$ cat src/rtl/flip_pkg.sv
// Shared definitions for the bit-flipping path: default sizes, the word+flag
// record and a width-generic bit reversal usable by sender, receiver and checkers.
package flip_pkg;

   localparam int FLIP_N_DEF     = 16;
   localparam int FLIP_DEPTH_DEF = 4;
   // Widest word bit_reverse can handle; callers pass their own width in n.
   localparam int FLIP_MAX_N     = 64;

   typedef struct packed {
      logic                  f;
      logic [FLIP_N_DEF-1:0] data;
   } flip_word_t;

   // Reverses the low n bits of v (n <= FLIP_MAX_N); upper result bits are zero.
   // The full-width reversal moves bit n-1 to position MAX_N-n, so one right
   // shift realigns the n-bit field to bit 0.
   function automatic logic [FLIP_MAX_N-1:0] bit_reverse(input logic [FLIP_MAX_N-1:0] v,
                                                         input int unsigned           n);
      logic [FLIP_MAX_N-1:0] r;
      for (int i = 0; i < FLIP_MAX_N; i++) begin
         r[i] = v[FLIP_MAX_N-1-i];
      end
      return r >> (FLIP_MAX_N - n);
   endfunction

endpackage

$ cat src/rtl/fifo_flip_sinc.sv
// DEPTH x W synchronous FIFO with occupancy counter; full/empty come straight
// from the registered count so they never depend on same-cycle push/pop.
module fifo_flip_sinc #(
   parameter int W     = 17,
   parameter int DEPTH = 4
) (
   input  logic         clk,
   input  logic         rst_n,
   input  logic         push,
   input  logic         pop,
   input  logic [W-1:0] wdata,
   output logic [W-1:0] rdata,
   output logic         full,
   output logic         empty
);

   localparam int AW  = $clog2(DEPTH);
   localparam int CNW = AW + 1;

   logic [DEPTH-1:0][W-1:0] mem_q, mem_d;
   logic [AW-1:0]           wr_ptr_q, wr_ptr_d;
   logic [AW-1:0]           rd_ptr_q, rd_ptr_d;
   logic [CNW-1:0]          count_q, count_d;
   logic                    push_ok, pop_ok;

   assign full    = (count_q == CNW'(DEPTH));
   assign empty   = (count_q == '0);
   // Guard locally so a misbehaving neighbour cannot overflow or underflow.
   assign push_ok = push && !full;
   assign pop_ok  = pop && !empty;
   assign rdata   = mem_q[rd_ptr_q];

   // Next-state for storage, pointers (power-of-2 wrap) and occupancy.
   always_comb begin
      mem_d    = mem_q;
      wr_ptr_d = wr_ptr_q;
      rd_ptr_d = rd_ptr_q;
      count_d  = count_q;
      if (push_ok) begin
         mem_d[wr_ptr_q] = wdata;
         wr_ptr_d        = wr_ptr_q + AW'(1);
      end
      if (pop_ok) begin
         rd_ptr_d = rd_ptr_q + AW'(1);
      end
      case ({push_ok, pop_ok})
         2'b10:   count_d = count_q + CNW'(1);
         2'b01:   count_d = count_q - CNW'(1);
         default: count_d = count_q;
      endcase
   end

   // Pointer/count registers; reset empties the queue without touching storage.
   always_ff @(posedge clk) begin
      if (!rst_n) begin
         wr_ptr_q <= '0;
         rd_ptr_q <= '0;
         count_q  <= '0;
      end else begin
         wr_ptr_q <= wr_ptr_d;
         rd_ptr_q <= rd_ptr_d;
         count_q  <= count_d;
      end
   end

   // Storage array; contents are don't-care while the FIFO is empty.
   always_ff @(posedge clk) begin
      mem_q <= mem_d;
   end

endmodule

$ cat src/rtl/mecanismo_desflipping_flujo.sv
// Receiving end of the bit-flipping path: buffers {f, word} pairs, restores the
// original bit order at the FIFO head and keeps saturating word statistics.
module mecanismo_desflipping_flujo
   import flip_pkg::*;
#(
   parameter int N     = FLIP_N_DEF,    // must not exceed FLIP_MAX_N
   parameter int DEPTH = FLIP_DEPTH_DEF,
   parameter int CW    = 16
) (
   input  logic          clk,
   input  logic          rst_n,
   input  logic          clr_stats,
   input  logic          in_valid,
   output logic          in_ready,
   input  logic [N-1:0]  in_data,
   input  logic          in_f,
   output logic          out_valid,
   input  logic          out_ready,
   output logic [N-1:0]  out_data,
   output logic          out_f,
   output logic [CW-1:0] cnt_total,
   output logic [CW-1:0] cnt_flipped
);

   localparam logic [CW-1:0] CNT_MAX = {CW{1'b1}};

   logic          fifo_full, fifo_empty;
   logic          push, pop;
   logic [N:0]    head;
   logic          head_f;
   logic [N-1:0]  head_data;
   logic [N-1:0]  head_rev;
   logic [CW-1:0] cnt_total_q, cnt_total_d;
   logic [CW-1:0] cnt_flipped_q, cnt_flipped_d;

   assign in_ready  = !fifo_full;
   assign out_valid = !fifo_empty;
   assign push      = in_valid && in_ready;
   assign pop       = out_valid && out_ready;

   fifo_flip_sinc #(
      .W     (N + 1),
      .DEPTH (DEPTH)
   ) u_fifo (
      .clk   (clk),
      .rst_n (rst_n),
      .push  (push),
      .pop   (pop),
      .wdata ({in_f, in_data}),
      .rdata (head),
      .full  (fifo_full),
      .empty (fifo_empty)
   );

   assign head_f    = head[N];
   assign head_data = head[N-1:0];
   assign head_rev  = N'(bit_reverse(FLIP_MAX_N'(head_data), N));

   // Un-flip at the head; outputs are forced to zero while nothing is buffered.
   always_comb begin
      out_data = '0;
      out_f    = 1'b0;
      if (!fifo_empty) begin
         out_f    = head_f;
         out_data = head_f ? head_rev : head_data;
      end
   end

   // Statistics: clear wins over an increment; both counters stick at all-ones.
   always_comb begin
      cnt_total_d   = cnt_total_q;
      cnt_flipped_d = cnt_flipped_q;
      if (clr_stats) begin
         cnt_total_d   = '0;
         cnt_flipped_d = '0;
      end else if (push) begin
         if (cnt_total_q != CNT_MAX) cnt_total_d = cnt_total_q + CW'(1);
         if (in_f && (cnt_flipped_q != CNT_MAX)) cnt_flipped_d = cnt_flipped_q + CW'(1);
      end
   end

   // Counter registers.
   always_ff @(posedge clk) begin
      if (!rst_n) begin
         cnt_total_q   <= '0;
         cnt_flipped_q <= '0;
      end else begin
         cnt_total_q   <= cnt_total_d;
         cnt_flipped_q <= cnt_flipped_d;
      end
   end

   assign cnt_total   = cnt_total_q;
   assign cnt_flipped = cnt_flipped_q;

endmodule
$ cat config.mk
export PLATFORM = sky130hd
export DESIGN_NAME = mecanismo_desflipping_flujo
export DESIGN_NICKNAME = d
export VERILOG_FILES = /design/src/rtl/flip_pkg.sv /design/src/rtl/fifo_flip_sinc.sv /design/src/rtl/mecanismo_desflipping_flujo.sv
export SDC_FILE = /design/constraint.sdc
export NUM_CORES = 1
export LEC_CHECK = 0
export BUFFER_PORTS_ARGS = -buffer_cell sky130_fd_sc_hd__buf_2
export CAP_MARGIN = 20
export CORE_UTILIZATION = 45
export CTS_CLUSTER_SIZE = 10
export DETAILED_ROUTE_END_ITERATION = 8
export PLACE_DENSITY = 0.78
export SLEW_MARGIN = 20
export SYNTH_ARGS = -nofsm -noshare
export SYNTH_HDL_FRONTEND = slang
export SYNTH_SLANG_ARGS = --single-unit
$ cat constraint.sdc
create_clock -name clk -period 2.5 [get_ports clk]
set_input_delay 0.5 -clock clk [delete_from_list [all_inputs] [get_ports clk]]
set_output_delay 0.5 -clock clk [all_outputs]
set_load 0.02 [all_outputs]
==> impl_metrics.csv <==
group,metric,value,unit
global_routing,grtUsageTotal,0.172,
route,drt_first_pass_iters,4,
synthesis,synth_cells,356,
synthesis,synth_fp_nets,386,
layout,nets,466,
clocking,cts_tree,"yes",
setup_path,crit_buf_inv,2,
floorplanning,fp.dieW,105,µm
power_and_ir_drop,sw_frac_of_total,0.338,
sta,setup_viol,0,
layout,regArea,2830,µm²
route,drc,0,
route,initialDrtViolationCount,117,
synthesis,ys.flop_type,"edfxtp_1",
sta,rsz0062_at_grt,"false",
layout,drive_gt1_frac,0.279,
route,wl_met1,4.09,mm
sta,finalCritPeriodShare,0.960,
sta,holdWs,0.347,ns
route,top_layer,"met4",
power_and_ir_drop,clock_power_share,0.200,
placed_design,port_buffers,72,
clocking,cts.reportedPaths.clkPinSlew,0.10,ns
setup_path,critical-path-slowest-cell,"mux4_1",
route,via_per_inst,5.32,
sta,hold_viol,0,
synthesis,yosysWarnings,0,
global_routing,grt_pass1_wl,14.7,mm
placed_design,dpl.hpwl,6.13,mm
clocking,hold_buffers,0,
route,route.met2.wl,4.46,mm
floorplanning,row_count,37,
setup_path,cp_top_family,"multiplexers",
placed_design,placed_area,5260,µm²
synthesis,ys_seq_area_frac,0.592,
power_and_ir_drop,ir_worst_vdd,0.551,mV
clocking,cts.sinks,107,
clocking,clk_path_buf_depth,2,
layout,syn2layout_area_growth,14.5,%
floorplanning,coreArea,10300,µm²
worst_hold_path,min_path_type,"primary input to register",
clocking,cts_max_level,3,
sta,slew_headroom,0.385,
setup_path,cp.arrival,1.90,ns
power_and_ir_drop,p_seq_frac,0.452,
clocking,clock-root-buffer,"clkbuf_8",
setup_path,end_kind,"output pin",
layout,final_util,0.529,
clocking,numCtsBuffers,9,
setup_path,required,2.00,ns
power_and_ir_drop,powerDensity,856,nW/µm²
setup_path,cp_cell_sequence,"buf_6, mux4_1, mux2i_1, nor2_1, buf_2",
setup_path,cp-start-kind,"register",
sta,worst_pin_slew,0.922,ns
route,ant_nets,0,
run_status,outcome,"finished, final reports clean",
floorplanning,dieArea,11000,µm²
route,detailroute.via_count,3070,
route,wl_per_cell,15.7,µm
synthesis,yosys_register_bits,107,
global_routing,grt_pass1_vias,3002,
layout,stdcell_count,577,
global_routing,grt_overflow_total,0,
layout,multi_input_area,1830,µm²
power_and_ir_drop,p_switching,1.58,mW
clocking,clk_latency,0.36,ns
power_and_ir_drop,leakagePower,1.98,nW
layout,antennaDiodeCount,0,
setup_path,cp_max_fo,10,
placed_design,dp.cells,557,
placed_design,routabilityCongestion,0.838,
synthesis,avgSynthCellArea,13.4,µm²
sta,skew,0.00954,ns
floorplanning,initial_core_util,0.462,
layout,fin_area,5460,µm²
synthesis,synth_edf_count,68,
power_and_ir_drop,intPower,3.10,mW
synthesis,syn-cell-area,4770,µm²
synthesis,async_flop_share,0,
job,maxCapViolations,0,
sta,setup_tns,0,ns
sta,setup_ws,0.0989,ns
synthesis,synth_cell_types,46,
global_routing,grt_max_degree,30,
route,dr_wl_met3,369,µm
setup_path,worst_path_largest_cell_delay,0.59,ns
global_routing,antenna_found_initial,0,
power_and_ir_drop,combinationalPowerShare,0.349,
floorplanning,ios,73,
floorplanning,die_h,105,µm
sta,fmax,416,MHz
layout,n_fill_cell,870,
sta,period_minus_slack,2.40,ns
sta,slew_viol_final,0,
placed_design,pre_cts_slack,0.273,ns
power_and_ir_drop,p_total,4.68,mW
setup_path,path_class,"register to output pin",
route,routed_wl,9.04,mm
## worst reg2reg max path: cells and delay by family, from the launching register on
| family | cells | cell delay, ns |
|---|---|---|
| compound gates | 1 | 0.16 |
| buf+inv | 1 | 0.07 |
| fa+ha+maj | 2 | 0.58 |
| flops | 1 | 0.38 |
| simple gates | 3 | 0.85 |
| xor+xnor | 1 | 0.16 |
## path summary, 6_finish.rpt
kind | start | endpoint | slack [ns] | cells past startpoint
worst max-delay path | u_fifo.rd_ptr_q[0] | out_data[15] | 0.1 | 5
worst min-delay path | in_data[6] | u_fifo.mem_q[57] | 0.35 | 1
worst max register to register | u_fifo.count_q[2] | u_fifo.count_q[2] | 0.25 | 8
worst min register to register | u_fifo.wr_ptr_q[1] | u_fifo.wr_ptr_q[1] | 0.53 | 2
## registers in the layout (all words and copies together) (netlist names)
register / cells
u_fifo.mem_q: 68
u_fifo.wr_ptr_q: 2
u_fifo.count_q: 3
cnt_total: 16
u_fifo.rd_ptr_q: 2
cnt_flipped: 16
## power groups by stage
stage                     sequential [mW]  combinational, mW  clock (mW)
final                                2.11               1.63       0.933
after global routing                 2.13               1.77        1.04
after CTS                            2.11               1.65       0.963
after detailed placement             2.15               1.60           0
after global placement               2.14               1.56           0
after floorplan                      2.12               1.21           0
## cells in the mapped netlist, types with 2 or more instances
library cell  number  area share
nand2b_1           3      0.0039
a211oi_1           2      0.0031
buf_2              5      0.0052
nand2_1           18       0.014
a31oi_1            2      0.0026
xnor2_1           24       0.044
nand4_1            7      0.0092
dfxtp_1           39        0.16
or3_1              4      0.0052
mux4_2            10       0.047
mux2i_1           17       0.036
nor2b_1            3      0.0039
edfxtp_1          68        0.43
mux4_1             7       0.039
buf_6              2      0.0047
a21oi_1            6      0.0063
nand3_2            3      0.0063
clkbuf_1           5      0.0039
xor2_1             4      0.0073
and4_1             4      0.0073
and3_1             9       0.012
nor4_2             5       0.013
inv_1              6      0.0047
a21boi_0           2      0.0031
ha_1               7       0.018
nor3_1             7      0.0073
nor2_1            43       0.034
o21ai_0            8      0.0084
nor4_1             2      0.0026
and2_1             6      0.0079
nor3b_1            2      0.0031
and4_4             2      0.0047
nand3_1           11       0.012
## cells in the final DEF (no fill, tap or decap), drive strengths merged, types with 4 or more instances in the layout
| cell type | Yosys | routed |
|---|---|---|
| a21oi | 6 | 6 |
| mux4 | 17 | 17 |
| dfxtp | 39 | 39 |
| clkbuf | 5 | 10 |
| nor4 | 7 | 7 |
| nand2 | 19 | 19 |
| o21ai | 8 | 8 |
| and2 | 6 | 6 |
| nor3 | 8 | 8 |
| mux2i | 17 | 17 |
| inv | 6 | 8 |
| edfxtp | 68 | 68 |
| buf | 9 | 83 |
| or3 | 4 | 4 |
| nor2 | 43 | 43 |
| nand4 | 7 | 7 |
| xor2 | 4 | 4 |
| nand3 | 14 | 14 |
| and4 | 6 | 6 |
| ha | 7 | 7 |
| xnor2 | 24 | 24 |
| and3 | 9 | 9 |
## cells by family after synthesis
| logic type | Yosys count | synth area share |
|---|---|---|
| buffers and inverters | 20 | 0.0244 |
| adders and majority gates | 8 | 0.0226 |
| muxes | 34 | 0.121 |
| and+or+nand+nor | 135 | 0.157 |
| AOI/OAI and AO/OA | 24 | 0.0315 |
| DFF | 107 | 0.592 |
| xor gates and xnor gates | 28 | 0.0514 |
## per-layer routing
metal / GRT usage / vias up
met5: 0 / -
met4: 0.0604 / 0
met3: 0.0262 / 11
met2: 0.298 / 92
met1: 0.219 / 1484
li1: - / 1483
## layout make-up
cell class / instances / share of cell area
Clock buffer: 10 / 0.0234
Timing Repair Buffer: 83 / 0.0824
Multi-Input combinational cell: 229 / 0.335
Inverter: 6 / 0.00412
Tap cell: 136 / 0.0311
Sequential cell: 107 / 0.517
Clock inverter: 6 / 0.00733
## what timing repair did
| item | in CTS | in global routing |
|---|---|---|
| resized for setup | 1 | 4 |
| gates cloned | 0 | 0 |
| endpoints found under the setup margin | 16 | 8 |
| setup buffers | 4 | 0 |
Note: power is estimated with default switching activity, not from simulation.
